==> config.mk <==
export PLATFORM = sky130hd
export DESIGN_NAME = hazard_ctrl
export DESIGN_NICKNAME = d
export VERILOG_FILES = /design/src/rtl/hazard_ctrl.sv
export SDC_FILE = /design/constraint.sdc
export NUM_CORES = 1
export LEC_CHECK = 0
export ABC_AREA = 1
export CORE_ASPECT_RATIO = 1.2
export CORE_MARGIN = 8
export CORE_UTILIZATION = 45
export DETAILED_ROUTE_END_ITERATION = 10
export MAX_ROUTING_LAYER = met4
export PLACE_DENSITY_LB_ADDON = 0.25
export SYNTH_ARGS = -nofsm -noshare
export SYNTH_HDL_FRONTEND = slang
export SYNTH_SLANG_ARGS = --single-unit
==> constraint.sdc <==
create_clock -name clk -period 1.5 [get_ports clk]
set_input_delay 0.225 -clock clk [delete_from_list [all_inputs] [get_ports clk]]
set_output_delay 0.225 -clock clk [all_outputs]
set_load 0.02 [all_outputs]
==> src/rtl/hazard_ctrl.sv <==
// Load-use and branch-operand hazard controller: decides how many cycles the
// IF/ID stage must be held, flushes IF/ID on taken control flow, and counts both.
module hazard_ctrl #(
  parameter int DATA_W = 16
) (
  input  logic              clk,
  input  logic              reset,
  input  logic [4:0]        IDRs,
  input  logic [4:0]        IDRt,
  input  logic              IDUsesRs,
  input  logic              IDUsesRt,
  input  logic              IDIsBranch,
  input  logic              IDIsJump,
  input  logic              IDBranchTaken,
  input  logic              EXMemRead,
  input  logic              EXRegWrite,
  input  logic [4:0]        EXRd,
  input  logic              MEMMemRead,
  input  logic [4:0]        MEMRd,
  output logic              hold,
  output logic              flush,
  output logic              PCWrite,
  output logic              IDEXBubble,
  output logic [DATA_W-1:0] StallCycles,
  output logic [DATA_W-1:0] FlushCount
);

  typedef enum logic {RUN, STALL} state_t;

  state_t     state, state_nxt;
  logic [1:0] remain, remain_nxt;
  logic [1:0] need;
  logic       hold_c;
  logic       ex_hit, mem_hit, needs_in_id, redirect;

  function automatic logic reads_reg(input logic [4:0] rd, input logic [4:0] rs,
                                     input logic [4:0] rt, input logic use_rs,
                                     input logic use_rt);
    return (rd != 5'd0) && ((use_rs && rs == rd) || (use_rt && rt == rd));
  endfunction

  function automatic logic [DATA_W-1:0] sat_inc(input logic [DATA_W-1:0] v);
    return (&v) ? v : v + DATA_W'(1);
  endfunction

  assign ex_hit      = reads_reg(EXRd, IDRs, IDRt, IDUsesRs, IDUsesRt);
  assign mem_hit     = reads_reg(MEMRd, IDRs, IDRt, IDUsesRs, IDUsesRt);
  // Branches and jr resolve in ID, so they need their operands one stage earlier.
  assign needs_in_id = IDIsBranch || (IDIsJump && IDUsesRs);
  assign redirect    = IDIsJump || (IDIsBranch && IDBranchTaken);

  always_comb begin
    need = 2'd0;
    if (needs_in_id && EXMemRead && ex_hit)
      need = 2'd2;
    else if ((EXMemRead && ex_hit) ||
             (needs_in_id && EXRegWrite && ex_hit) ||
             (needs_in_id && MEMMemRead && mem_hit))
      need = 2'd1;
  end

  // A STALL with Remain exhausted behaves exactly like RUN.
  always_comb begin
    state_nxt  = state;
    remain_nxt = remain;
    hold_c     = 1'b0;
    if (state == STALL && remain != 2'd0) begin
      hold_c     = 1'b1;
      remain_nxt = remain - 2'd1;
    end else if (need != 2'd0) begin
      hold_c     = 1'b1;
      state_nxt  = STALL;
      remain_nxt = need - 2'd1;
    end else begin
      state_nxt  = RUN;
    end
  end

  assign hold       = reset && hold_c;
  assign flush      = reset && !hold_c && redirect;
  assign PCWrite    = !hold;
  assign IDEXBubble = hold;

  always_ff @(posedge clk or negedge reset) begin
    if (!reset) begin
      state       <= RUN;
      remain      <= 2'd0;
      StallCycles <= '0;
      FlushCount  <= '0;
    end else begin
      state  <= state_nxt;
      remain <= remain_nxt;
      if (hold)  StallCycles <= sat_inc(StallCycles);
      if (flush) FlushCount  <= sat_inc(FlushCount);
    end
  end

endmodule

==> flow_metrics.py, run 1 <==
metrics = {
    "run_status": {
        "status": "complete, but fails checks",
        "violations": "setup timing",
    },
    "grt": {
        "grt.overflow.total": 0,
        "grt_usage": 0.216,
        "grt_pass1_wl_um": 14700,
        "grt_max_degree": 23,
        "antenna_found_initial": 0,
        "first_global_vias": 3256,
    },
    "power_and_ir_drop": {
        "p_int_mw": 1.73,
        "powerDensity_mw_per_mm2": 602,
        "clkPwrFrac": 0.306,
        "power.net_switching_mw": 0.846,
        "p_seq_frac": 0.413,
        "leakagePower_nw": 2.31,
        "p_comb_frac": 0.281,
        "p_sw_frac": 0.328,
        "ir_drop_mv": 0.758,
    },
    "floorplanning": {
        "chipHeight_um": 100,
        "dieWidth_um": 86.1,
        "io_pins": 66,
        "die_area_mm2": 0.00861,
        "start_util": 0.468,
        "rows": 30,
        "coreArea_mm2": 0.00567,
    },
    "synthesis": {
        "yosys_warnings": 0,
        "async_flop_share": 1.00,
        "ys.flop_type": "dfrtp_1",
        "seq_area_frac_synth": 0.331,
        "ys_ff_latch": 35,
        "ys_types": 32,
        "synth_nets": 417,
        "synth_edf_count": 0,
        "synth.avg_cell_area_um2": 6.88,
        "syn_inst": 385,
        "netlist_area_mm2": 0.00265,
    },
    "finish": {
        "fillerInstances": 436,
        "layout_commonest_cell": "nand2_1",
        "area_delta_synth_final_pct": 61.9,
        "seq_area_um2": 890,
        "final_cell_mix": "nand2_1 (114), buf_4 (70), inv_1 (39)",
        "antenna_cells": 0,
        "layout-drive-gt1-share": 0.379,
        "fin_cells": 611,
        "multi_input_area_mm2": 0.00178,
        "fin_nets": 562,
        "finish.instance_area_mm2": 0.00429,
    },
    "worst_setup_path": {
        "cp_max_fo": 5,
        "ff2ff_setup_slack_ns": -0.13,
        "required_ns": 1.68,
        "cp_data_arrival_time_ns": 1.81,
        "crit_path_end_kind": "register",
        "r2r-end": "FlushCount[15]",
        "crit_type": "reg2reg",
        "worstSetupStartpointType": "register",
        "rr_startpoint": "FlushCount[1]",
        "rr_worst_depth": 9,
    },
    "timing": {
        "rsz0062_at_grt": "true",
        "relSlewSlack": 0.740,
        "hold_violations": 0,
        "setup_slack_ns": -0.132,
        "worst_clock_skew_ns": 0.00966,
        "maxSlewViolCount": 0,
        "setup_viol": 35,
        "tightest_slew_ns": 0.387,
        "fmax_mhz": 613,
        "post-route-min-period_ns": 1.63,
        "finalCritPeriodShare": 1.09,
    },
    "place": {
        "gp_congestion": 0.910,
        "place_area_mm2": 0.00387,
        "numPortBuffers": 65,
        "dpl.cell_count": 580,
        "dp_hpwl_um": 6200,
    },
    "drt": {
        "antenna_left": 0,
        "routed_via_density": 5.08,
        "drt_pass1_iterations": 4,
        "routedWlPerCell_um": 14.7,
        "drt_iter0_drc": 158,
        "drt_drc_violations_left": 0,
        "vias": 3106,
        "wirelength_um": 8980,
    },
    "cts": {
        "clockBufferDepth": 2,
        "cts_inserted_buffers": 5,
        "clk_latency_ns": 0.29,
        "htreeDepth": 2,
        "cts.reportedPaths.clkPinSlew_ns": 0.08,
        "cts_tree": "done",
        "clock-sinks": 35,
        "cts_root_buf": "clkbuf_8",
    },
    "flow_run": {
        "cap_violations": 0,
    },
    "min_path": {
        "hp-class": "in2async",
    },
}
critical path: stages (launching register included):
cell	delay, ns
dfrtp_2	0.39
ha_4	0.15
nand3_4	0.08
nor3_4	0.18
inv_2	0.07
nor2_4	0.15
nand4_4	0.17
buf_6	0.19
nand3_2	0.07
nand2_2	0.05
power groups by stage:
stage / sequential (mW) / clock, mW / combinational [mW]
finish: 1.07 / 0.790 / 0.726
global route: 1.07 / 0.838 / 0.795
floorplan: 1.14 / 0 / 0.299
global placement: 1.08 / 0 / 0.707
detailed placement: 1.08 / 0 / 0.713
CTS: 1.06 / 0.792 / 0.757
final cells by class:
class / count / area share
multi-input combinational: 283 / 0.415
timing repair buffer: 148 / 0.278
sequential: 35 / 0.207
inverter: 57 / 0.0516
tap: 80 / 0.0233
clock buffer: 7 / 0.0225
clock inverter: 1 / 0.00175
registers in the layout, summed over array words and instances, names as in the netlist:
register and cells:
FlushCount 16, StallCycles 16, remain 2, state 1
synth_stat cells (2+ instances only):
master / number / share of area
nor2_2: 2 / 0.0047
xor2_1: 21 / 0.069
buf_2: 5 / 0.0094
nand2_1: 125 / 0.18
inv_2: 11 / 0.016
ha_1: 2 / 0.0094
nor3_1: 10 / 0.019
nor2_4: 2 / 0.0085
nand3b_1: 2 / 0.0057
nand3_1: 28 / 0.053
o21bai_1: 16 / 0.045
buf_4: 3 / 0.0085
nor4_1: 2 / 0.0047
xnor2_1: 6 / 0.020
nand4_1: 25 / 0.059
o21ai_1: 3 / 0.0057
inv_1: 44 / 0.062
nor3_2: 3 / 0.011
dfrtp_1: 35 / 0.33
nand3_2: 4 / 0.015
nor2_1: 25 / 0.035
metal layers:
metal	routed length, µm	vias up	GRT usage
met5	0	-	-
met4	280	0	0.0878
met3	396	27	0.0335
met2	4680	93	0.386
met1	3610	1462	0.231
li1	-	1524	-
cells by family after synthesis:
group,count (synthesis),share of synthesized area
AOI/OAI and AO/OA,23,0.0609
xor gates and xnor gates,27,0.0892
adders and majority gates,2,0.00944
buffers and inverters,68,0.106
DFF,35,0.331
and+or+nand+nor,230,0.404
through the flow:
stage                     TNS, ns   util  hold WS, ns  setup slack [ns]  power [mW]
after floorplan             -2.61      -      -0.0706            -0.170        1.44
after global placement     -24.81  0.684        0.207            -0.941        1.79
after detailed placement   -24.40  0.684        0.206            -0.927        1.80
after CTS                   -2.94  0.745        0.121            -0.144        2.61
after global routing        -4.66  0.757        0.120            -0.212        2.70
final                       -2.08  0.757        0.131            -0.132        2.58
repair_timing:
action | 4_1_cts | 5_1_grt
hold buffers | 1 | 0
resized for setup | 179 | 32
endpoints found under the setup margin | 70 | 38
endpoints found under the hold margin | 1 | 0
cloned | 2 | 0
pin swaps | 57 | 19
setup buffers | 19 | 2
how the worst max path moves through the flow:
stage	from	end	slack (ns)	depth (start not counted)
floorplan	FlushCount[1]	FlushCount[4]	-0.17	9
global placement	IDRs[1]	IDEXBubble	-0.94	12
detailed placement	IDRt[1]	hold	-0.93	12
CTS	StallCycles[1]	StallCycles[7]	-0.14	10
global route	FlushCount[0]	FlushCount[13]	-0.21	9
finish	FlushCount[1]	FlushCount[15]	-0.13	9
Note: power is estimated with default switching activity, not from simulation.
==> run 2, diff against run 1 <==
- CELL_PAD_IN_SITES_DETAIL_PLACEMENT: default -> 0
- CELL_PAD_IN_SITES_GLOBAL_PLACEMENT: default -> 1
- CORE_UTILIZATION: 45 -> 31
==> run 2 against run 1 <==
Net effect:
- the flow still finishes with violations (setup timing)
- maximum frequency decreased by 0.34%
- non-clock buffer count increased by 16
- register-to-register slack about the same
- clock-buffer cell count decreased by 1
- utilization decreased by 20 points
- first-iteration DRC count decreased by 58%
- clock power increased by 16%
- final area increased by 9.5%
- sequential power about the same
- setup slack got worse by 0.0056 ns
- clock skew increased by 0.00094 ns
- critical path depth increased by 1
==> flow_metrics.py, run 2 (synthesized netlist as in run 1, its figures left out) <==
metrics = {
    "timing": {
        "fmax_mhz": 610,
        "finalCritPeriodShare": 1.09,
        "setup_slack_ns": -0.138,
        "maxSlewViolCount": 0,
        "relSlewSlack": 0.773,
        "hold_violations": 0,
        "tightest_slew_ns": 0.340,
        "rsz0062_at_grt": "true",
        "post-route-min-period_ns": 1.64,
        "setup_viol": 36,
        "worst_clock_skew_ns": 0.0106,
        "tns_ns": -2.59,
    },
    "drt": {
        "wirelength_um": 9150,
        "routed_via_density": 4.67,
        "drt_pass1_iterations": 4,
        "drt_drc_violations_left": 0,
        "drt_iter0_drc": 67,
        "vias": 3101,
        "antenna_left": 0,
        "routedWlPerCell_um": 13.8,
    },
    "cts": {
        "cts_tree": "done",
        "cts_root_buf": "clkbuf_8",
        "cts_inserted_buffers": 5,
        "cts_hold_buf": 0,
        "clockBufferDepth": 2,
        "clock-sinks": 35,
        "htreeDepth": 2,
        "clk_latency_ns": 0.29,
        "cts.reportedPaths.clkPinSlew_ns": 0.09,
    },
    "min_path": {
        "hp-class": "in2async",
    },
    "power_and_ir_drop": {
        "p_seq_frac": 0.379,
        "ir_drop_mv": 0.583,
        "power.net_switching_mw": 0.886,
        "leakagePower_nw": 2.45,
        "p_comb_frac": 0.295,
        "powerDensity_mw_per_mm2": 597,
        "clkPwrFrac": 0.326,
        "p_sw_frac": 0.316,
        "power_mw": 2.80,
        "p_int_mw": 1.92,
    },
    "finish": {
        "final_cell_mix": "nand2_1 (97), buf_4 (87), dlygate4sd2_1 (34)",
        "fin_nets": 578,
        "multi_input_area_mm2": 0.00188,
        "layout_top_registers": "FlushCount: 16 flops, StallCycles: 16 flops, remain: 2 flops",
        "antenna_cells": 0,
        "layout_commonest_cell": "nand2_1",
        "area_delta_synth_final_pct": 77.2,
        "layout-drive-gt1-share": 0.450,
        "fillerInstances": 801,
        "seq_area_um2": 888,
    },
    "worst_setup_path": {
        "cp_data_arrival_time_ns": 1.81,
        "crit_path_end_kind": "register",
        "required_ns": 1.68,
        "crit_type": "reg2reg",
        "worstSetupStartpointType": "register",
        "crit_chain": "buf_6, ha_4, nand3_4, nor3_4, inv_2, nor2_4, nand4_4, buf_12, nand3_2, nand2_1",
        "cp_max_fo": 7,
        "critPathTopFamily": "simple AND/OR/NAND/NOR gates",
        "cpMaxStageDelayCell": "dfrtp_2",
        "worst_path_largest_cell_delay_ns": 0.37,
        "cp_num_buf_inv": 3,
    },
    "floorplanning": {
        "dieWidth_um": 100,
        "io_pins": 66,
        "start_util": 0.315,
        "die_area_mm2": 0.0118,
        "chipHeight_um": 117,
        "coreArea_mm2": 0.00843,
        "rows": 37,
    },
    "place": {
        "gp_congestion": 0.916,
        "place_ws_ns": -0.975,
        "dp_hpwl_um": 6550,
        "numPortBuffers": 65,
    },
    "grt": {
        "first_global_vias": 3200,
        "grt_pass1_wl_um": 14900,
        "grt_usage": 0.163,
        "antenna_found_initial": 0,
        "grt.overflow.total": 0,
        "grt_max_degree": 30,
    },
    "run_status": {
        "violations": "setup timing",
        "status": "complete, but fails checks",
    },
    "flow_run": {
        "cap_violations": 0,
    },
}
[run 2: changes by cell type in the layout (fill, tap and decap cells not counted), moves of 5 or more]
cell / change
buf_2: -14
buf_8: +5
buf_6: +10
nand2_2: +13
nand2_1: -17
inv_1: -6
buf_4: +17
[run 2: routing by layer]
layer	track usage	share of wire
met1	0.169	0.42
met2	0.309	0.54
met3	0.0296	0.034
met4	0.0434	0.010
met5	-	0
[run 2: worst register-to-register path, cell delays in order (launching register included)]
cell and delay (ns):
dfrtp_2 0.37, buf_6 0.10, ha_4 0.14, nand3_4 0.07, nor3_4 0.15, inv_2 0.06, nor2_4 0.13, nand4_4 0.17
buf_12 0.21, nand3_2 0.07, nand2_1 0.06
[run 2: layout make-up]
type / count / area share
multi-input combinational: 283 / 0.401
timing repair buffer: 164 / 0.299
sequential: 35 / 0.189
inverter: 57 / 0.0549
tap: 117 / 0.0312
clock buffer: 6 / 0.0176
clock inverter: 2 / 0.00746
[run 2: what timing repair did]
action / in CTS / in global routing
pin swaps: 62 / 40
cloned: 2 / 0
gates resized for setup: 181 / 114
setup endpoints to repair: 71 / 38
setup buffers: 20 / 10
[run 2: power groups by stage]
stage                     clock, mW  sequential, mW  combinational, mW
final                         0.914            1.06              0.827
after global routing          0.965            1.07              0.916
after CTS                     0.938            1.06              0.756
after detailed placement          0            1.08              0.741
after global placement            0            1.08              0.737
after floorplan                   0            1.14              0.299
[run 2: worst paths after layout]
kind,start,end,slack (ns),cells past startpoint
min reg2reg,StallCycles[2],StallCycles[2],0.59,2
min,reset,FlushCount[0],0.16,3
max reg2reg,FlushCount[0],FlushCount[13],-0.14,10
min in group clk,reset,StallCycles[9],0.51,5
max in group asynchronous,reset,StallCycles[2],1.03,3
max,FlushCount[0],FlushCount[13],-0.14,10
[run 2: per-stage QoR]
step	instance area, µm²	hold WS (ns)	util	cells
floorplan	2760	-0.0706	-	385
global placement	4010	0.474	0.476	627
detailed placement	4010	0.474	0.476	627
CTS	4350	0.174	0.516	656
global route	4700	0.185	0.557	664
finish	4700	0.160	0.557	664
==> variant 1: new RTL, config.mk and constraints of run 1 <==
The parameter `DATA_W` goes from 16 to 20.
--- a/src/rtl/hazard_ctrl.sv
+++ b/src/rtl/hazard_ctrl.sv
@@ -1,7 +1,7 @@
 // Load-use and branch-operand hazard controller: decides how many cycles the
 // IF/ID stage must be held, flushes IF/ID on taken control flow, and counts both.
 module hazard_ctrl #(
-  parameter int DATA_W = 16
+  parameter int DATA_W = 20
 ) (
   input  logic              clk,
   input  logic              reset,
Ports: changed (resized FlushCount and StallCycles); port bits go from 66 to 74. The function was not compared with the original's and may differ.
==> variant 1 against run 1 <==
- the flow still finishes with violations (setup timing)
- non-clock buffer count rose by 33
- cell count rose by 20%
- worst setup slack got worse by 69 ps
- area after synthesis rose by 21%
- final area rose by 21%
- routed wire length rose by 25%
- total power rose by 15%
- sequential cell count rose by 8
- largest cell class unchanged
==> variant 1: results (changes against run 1) <==
[run_status]
status=finished with violations
violations=setup timing

[clocking]
cts_buffer_depth=2  ; unchanged
htree_levels=2  ; unchanged
clkLatencyLatePin_ps=310  ; +20 ps
root_buffer=clkbuf_8

[global_route]
grt_use_total=0.220  ; +0.00374
use_met1=0.232  ; +0.00146
grt_util_met3=0.0374  ; +0.00390
grt_pass1_wl_um=17500  ; +19%
global_route.usage.met2=0.394  ; +0.00796
grt_max_degree=65  ; +180%

[yosys]
synth_nets=508  ; +22%
synthTopCellsByArea=dfrtp_1 34%, nand2_1 18%, xor2_1 7.7%
synth.top_cells.by_count=154 x nand2_1, 59 x inv_1, 43 x dfrtp_1
ys_seq_area_frac=0.336  ; +0.00517
synth_cell_type_count=28  ; -13%

[place]
port_buffers=73  ; +12%
post-dp-hpwl_um=7610  ; +23%
finalWeightedCongestion=0.891  ; -2.1%

[worst_setup_path]
max_stage_delay_ps=250  ; -140 ps
crit_path_top_delay_cell=dlygate4sd2_1
crit_fanout=2  ; -3
cpLargestDelayFamily=buffers and inverters

[sta]
period_share=1.13  ; +0.0460
setup_ws_ps=-201  ; -69.0 ps
fin_skew_ps=15.8  ; +6.12 ps
relSlewSlack=0.739  ; -0.000868
setup_violations=45  ; +29%

[power]
ir_drop_v=0.000340  ; -55%
p_leak_nw=2.81  ; +22%
power.share.switching=0.325  ; -0.00259

[layout]
final_layout_size_suffix_gt1_frac=0.407  ; +0.0289
top_regs=FlushCount x20, StallCycles x20, remain x2
fillers=533  ; +22%
nNetsFinal=679  ; +21%

[drt]
vias=3921  ; +26%
drt_iter0_drc=216  ; +37%
wl_per_cell_um=15.3  ; +3.9%

==> variant 1: cell types whose count changed after synthesis, moves of 7 or more <==
cell,run 1,this run
dfrtp_1,35,43
inv_1,44,59
nand4_1,25,34
inv_2,11,4
nand2_1,125,154
nor2_1,25,38
xor2_1,21,28
nand3_1,28,39
==> variant 1: worst paths after layout <==
kind	from	endpoint	slack, ps	cells after the start
worst min register to register	StallCycles[13]$_DFFE_PN0P_	StallCycles[13]$_DFFE_PN0P_	600	3
worst min-delay path	reset	StallCycles[12]$_DFFE_PN0P_	60	3
worst max register to register	StallCycles[8]$_DFFE_PN0P_	StallCycles[10]$_DFFE_PN0P_	-170	11
min in group clk	reset	StallCycles[13]$_DFFE_PN0P_	600	5
worst max-delay path	IDUsesRt	remain[0]$_DFFE_PN0P_	-200	15
max in group asynchronous	reset	StallCycles[1]$_DFFE_PN0P_	1130	3
==> variant 1: worst reg2reg max path, stage by stage (launching register included) <==
cell,delay [ps]
dfrtp_2,420
nand2_2,80
nor2_2,40
buf_4,120
buf_4,120
buf_4,120
buf_4,120
nand3_2,100
buf_4,120
xor2_1,150
nand4_1,130
nand2_2,90
==> variant 1: layer usage <==
metal | up-vias | share of wire
met3 | 22 | 0.055
met5 | - | 0
li1 | 1862 | -
met1 | 1878 | 0.39
met4 | 0 | 0.024
met2 | 159 | 0.53
==> variant 1: cell type report <==
cell class | instances | area, um2 | area share
multi-input cells | 353 | 2180 | 0.420
repair buffers | 181 | 1470 | 0.284
flip-flops and latches | 43 | 1090 | 0.211
inverters | 63 | 239 | 0.0461
well taps | 87 | 109 | 0.0210
clock buffers | 7 | 86.3 | 0.0167
clock inverters | 1 | 5.00 | 0.000966
==> variant 1: power groups by stage <==
stage                     clock network, mW  logic [mW]  registers (mW)
after floorplan                           0       0.285            1.36
after global routing                  0.868       0.963            1.28
after detailed placement                  0       0.812            1.29
after global placement                    0       0.798            1.28
final                                 0.802       0.895            1.27
after CTS                             0.816       0.868            1.27
==> variant 1: cells by family after synthesis <==
logic type	count (synthesis)	synth area share
buffers and inverters	80	0.103
xor gates and xnor gates	36	0.0984
AOI/OAI and AO/OA	27	0.0593
adders and majority gates	2	0.00781
DFF	43	0.336
and+or+nand+nor	288	0.395
==> variant 1: what timing repair did <==
action	4_1_cts	5_1_grt
gates cloned	1	0
endpoints found under the setup margin	84	45
gates resized for setup	202	52
setup buffers	22	3
endpoints found under the hold margin	0	0
pin swaps	33	21
==> variant 1: stage by stage <==
step / instances / setup TNS (ps) / setup WS, ps / cell area, um2
detailed placement: 702 / -32440 / -996 / 4730
finish: 735 / -5420 / -201 / 5180
floorplan: 476 / -3800 / -129 / 3360
global route: 735 / -9990 / -274 / 5180
global placement: 702 / -31150 / -936 / 4730
CTS: 733 / -3520 / -148 / 5080
==> variant 2: new RTL, flow settings as in run 1 <==
Without the edit above. Make the reset (`reset`) synchronous in one clocked block.
--- a/src/rtl/hazard_ctrl.sv
+++ b/src/rtl/hazard_ctrl.sv
@@ -81,7 +81,7 @@
   assign PCWrite    = !hold;
   assign IDEXBubble = hold;
 
-  always_ff @(posedge clk or negedge reset) begin
+  always_ff @(posedge clk) begin
     if (!reset) begin
       state       <= RUN;
       remain      <= 2'd0;
Behaviour: differs if reset is asserted again (counterexample within 4 cycles, from zero or initial values and one cycle with reset low); with reset held inactive, the same outputs for 10 cycles.
==> variant 2 against run 1 <==
- the run still ends with setup timing left
- routed wire length grew 20%
- worst setup slack lost 21 ps
- sequential cell count stayed put
- total power shrank 13%
- count of clock-buffer cells in the layout unchanged
- synthesized cell count decreased by 1.0%
- final area increased by 13%
- area after synthesis up 4.8%
- critical path type unchanged
==> variant 2: results (changes against run 1) <==
[global_route]
grt_use_total=0.217  ; +0.00144
global_route.usage.met2=0.386  ; about the same
use_met1=0.230  ; -0.000949
antenna_found_initial=0  ; unchanged
grt_pass1_vias=3313  ; +1.8%
grt_util_met3=0.0362  ; +0.00268
grt_max_degree=31  ; +35%
grt_pass1_wl_um=15200  ; +3.0%

[place]
post-dp-hpwl_um=6220  ; +0.23%
finalWeightedCongestion=0.861  ; -5.4%
dpl_worst_slack_ps=-925  ; +1.82 ps

[worst_setup_path]
crit_end=StallCycles[7]$_SDFFE_PN0P_
crit_arrival_ps=1890  ; +80 ps
crit_fanout=8  ; +3
crit_path_start=StallCycles[0]$_SDFFE_PN0P_
crit_path_top_delay_cell=dfxtp_4

[hold_path]
holdPathEnd=remain[0]$_SDFFE_PN0P_
hold_class=in -> reg

[power]
p_leak_nw=2.25  ; -2.3%
power.share.switching=0.306  ; -0.0218
ir_drop_v=0.000397  ; -48%

[drt]
via_per_inst=5.27  ; +3.6%
wl_met3_um=471  ; +19%
met2_length_um=5850  ; +25%
drt_wl_total_um=10800  ; +20%
drt_iter0_drc=184  ; +16%
dr.pass1.iters=4  ; unchanged
wl_per_cell_um=17.2  ; +17%
m1WireLength_um=4080  ; +13%

[layout]
fillers=369  ; -15%
clkbuf_count=7  ; unchanged
nNetsFinal=575  ; +2.3%
multi_input_gates=297  ; +4.9%
buffer_area_frac=0.299  ; +0.0204
buffers_excl_clock=163  ; +10%
clk_share=0.0211  ; -0.00310
inverters_excl_clock=41  ; -28%
multiInputGateArea_mm2=0.00227  ; +27%
final_layout_size_suffix_gt1_frac=0.612  ; +0.234
seq_area_frac=0.153  ; -0.0542

[yosys]
syn_inst=381  ; -1.0%
synth_ff_type=dfxtp_1
synth.top_cells.by_count=95 x nand2_1, 37 x nand3_1, 35 x dfxtp_1
synth_cell_type_count=43  ; +34%
synth_nets=413  ; -0.96%
synthArstFlopShare=0  ; -1.00
synthTopCellsByArea=dfxtp_1 25%, nand2_1 13%, nand3_1 6.7%

[clocking]
clkLatencyLatePin_ps=310  ; +20 ps
post_cts_resized=206  ; +15%
cts_buffer_depth=2  ; unchanged
cts_setup_buffers=18  ; -1

[sta]
setup_ws_ps=-153  ; -21.0 ps
whs_ps=471  ; +340 ps
fin_skew_ps=9.30  ; -0.355 ps
setup_violations=23  ; -34%
tightest_slew_ps=359  ; -27.9 ps

[run_status]
violations=setup timing
status=finished with violations

[variant 2: cells by family after synthesis]
| logic type | Yosys count | share of synthesized area |
|---|---|---|
| adders and majority gates | 2 | 0.00901 |
| muxes | 1 | 0.00405 |
| buffers and inverters | 52 | 0.102 |
| AOI/OAI and AO/OA | 38 | 0.101 |
| and+or+nand+nor | 227 | 0.450 |
| DFF | 35 | 0.252 |
| xor gates and xnor gates | 26 | 0.0820 |
[variant 2: stage by stage]
step                area [um2]  setup TNS (ps)   util
floorplan                 2880            -812      -
global placement          4040          -26130  0.671
detailed placement        4040          -27880  0.671
CTS                       4370            -817  0.726
global route              4860           -4020  0.808
finish                    4860           -1720  0.808
[variant 2: power by group through the flow]
stage               Sequential, mW  Clock (mW)  Combinational [mW]
detailed placement           0.963           0               0.369
global route                 0.943       0.877               0.496
CTS                          0.941       0.812               0.391
global placement             0.962           0               0.362
floorplan                    0.968           0               0.205
finish                       0.941       0.828               0.468
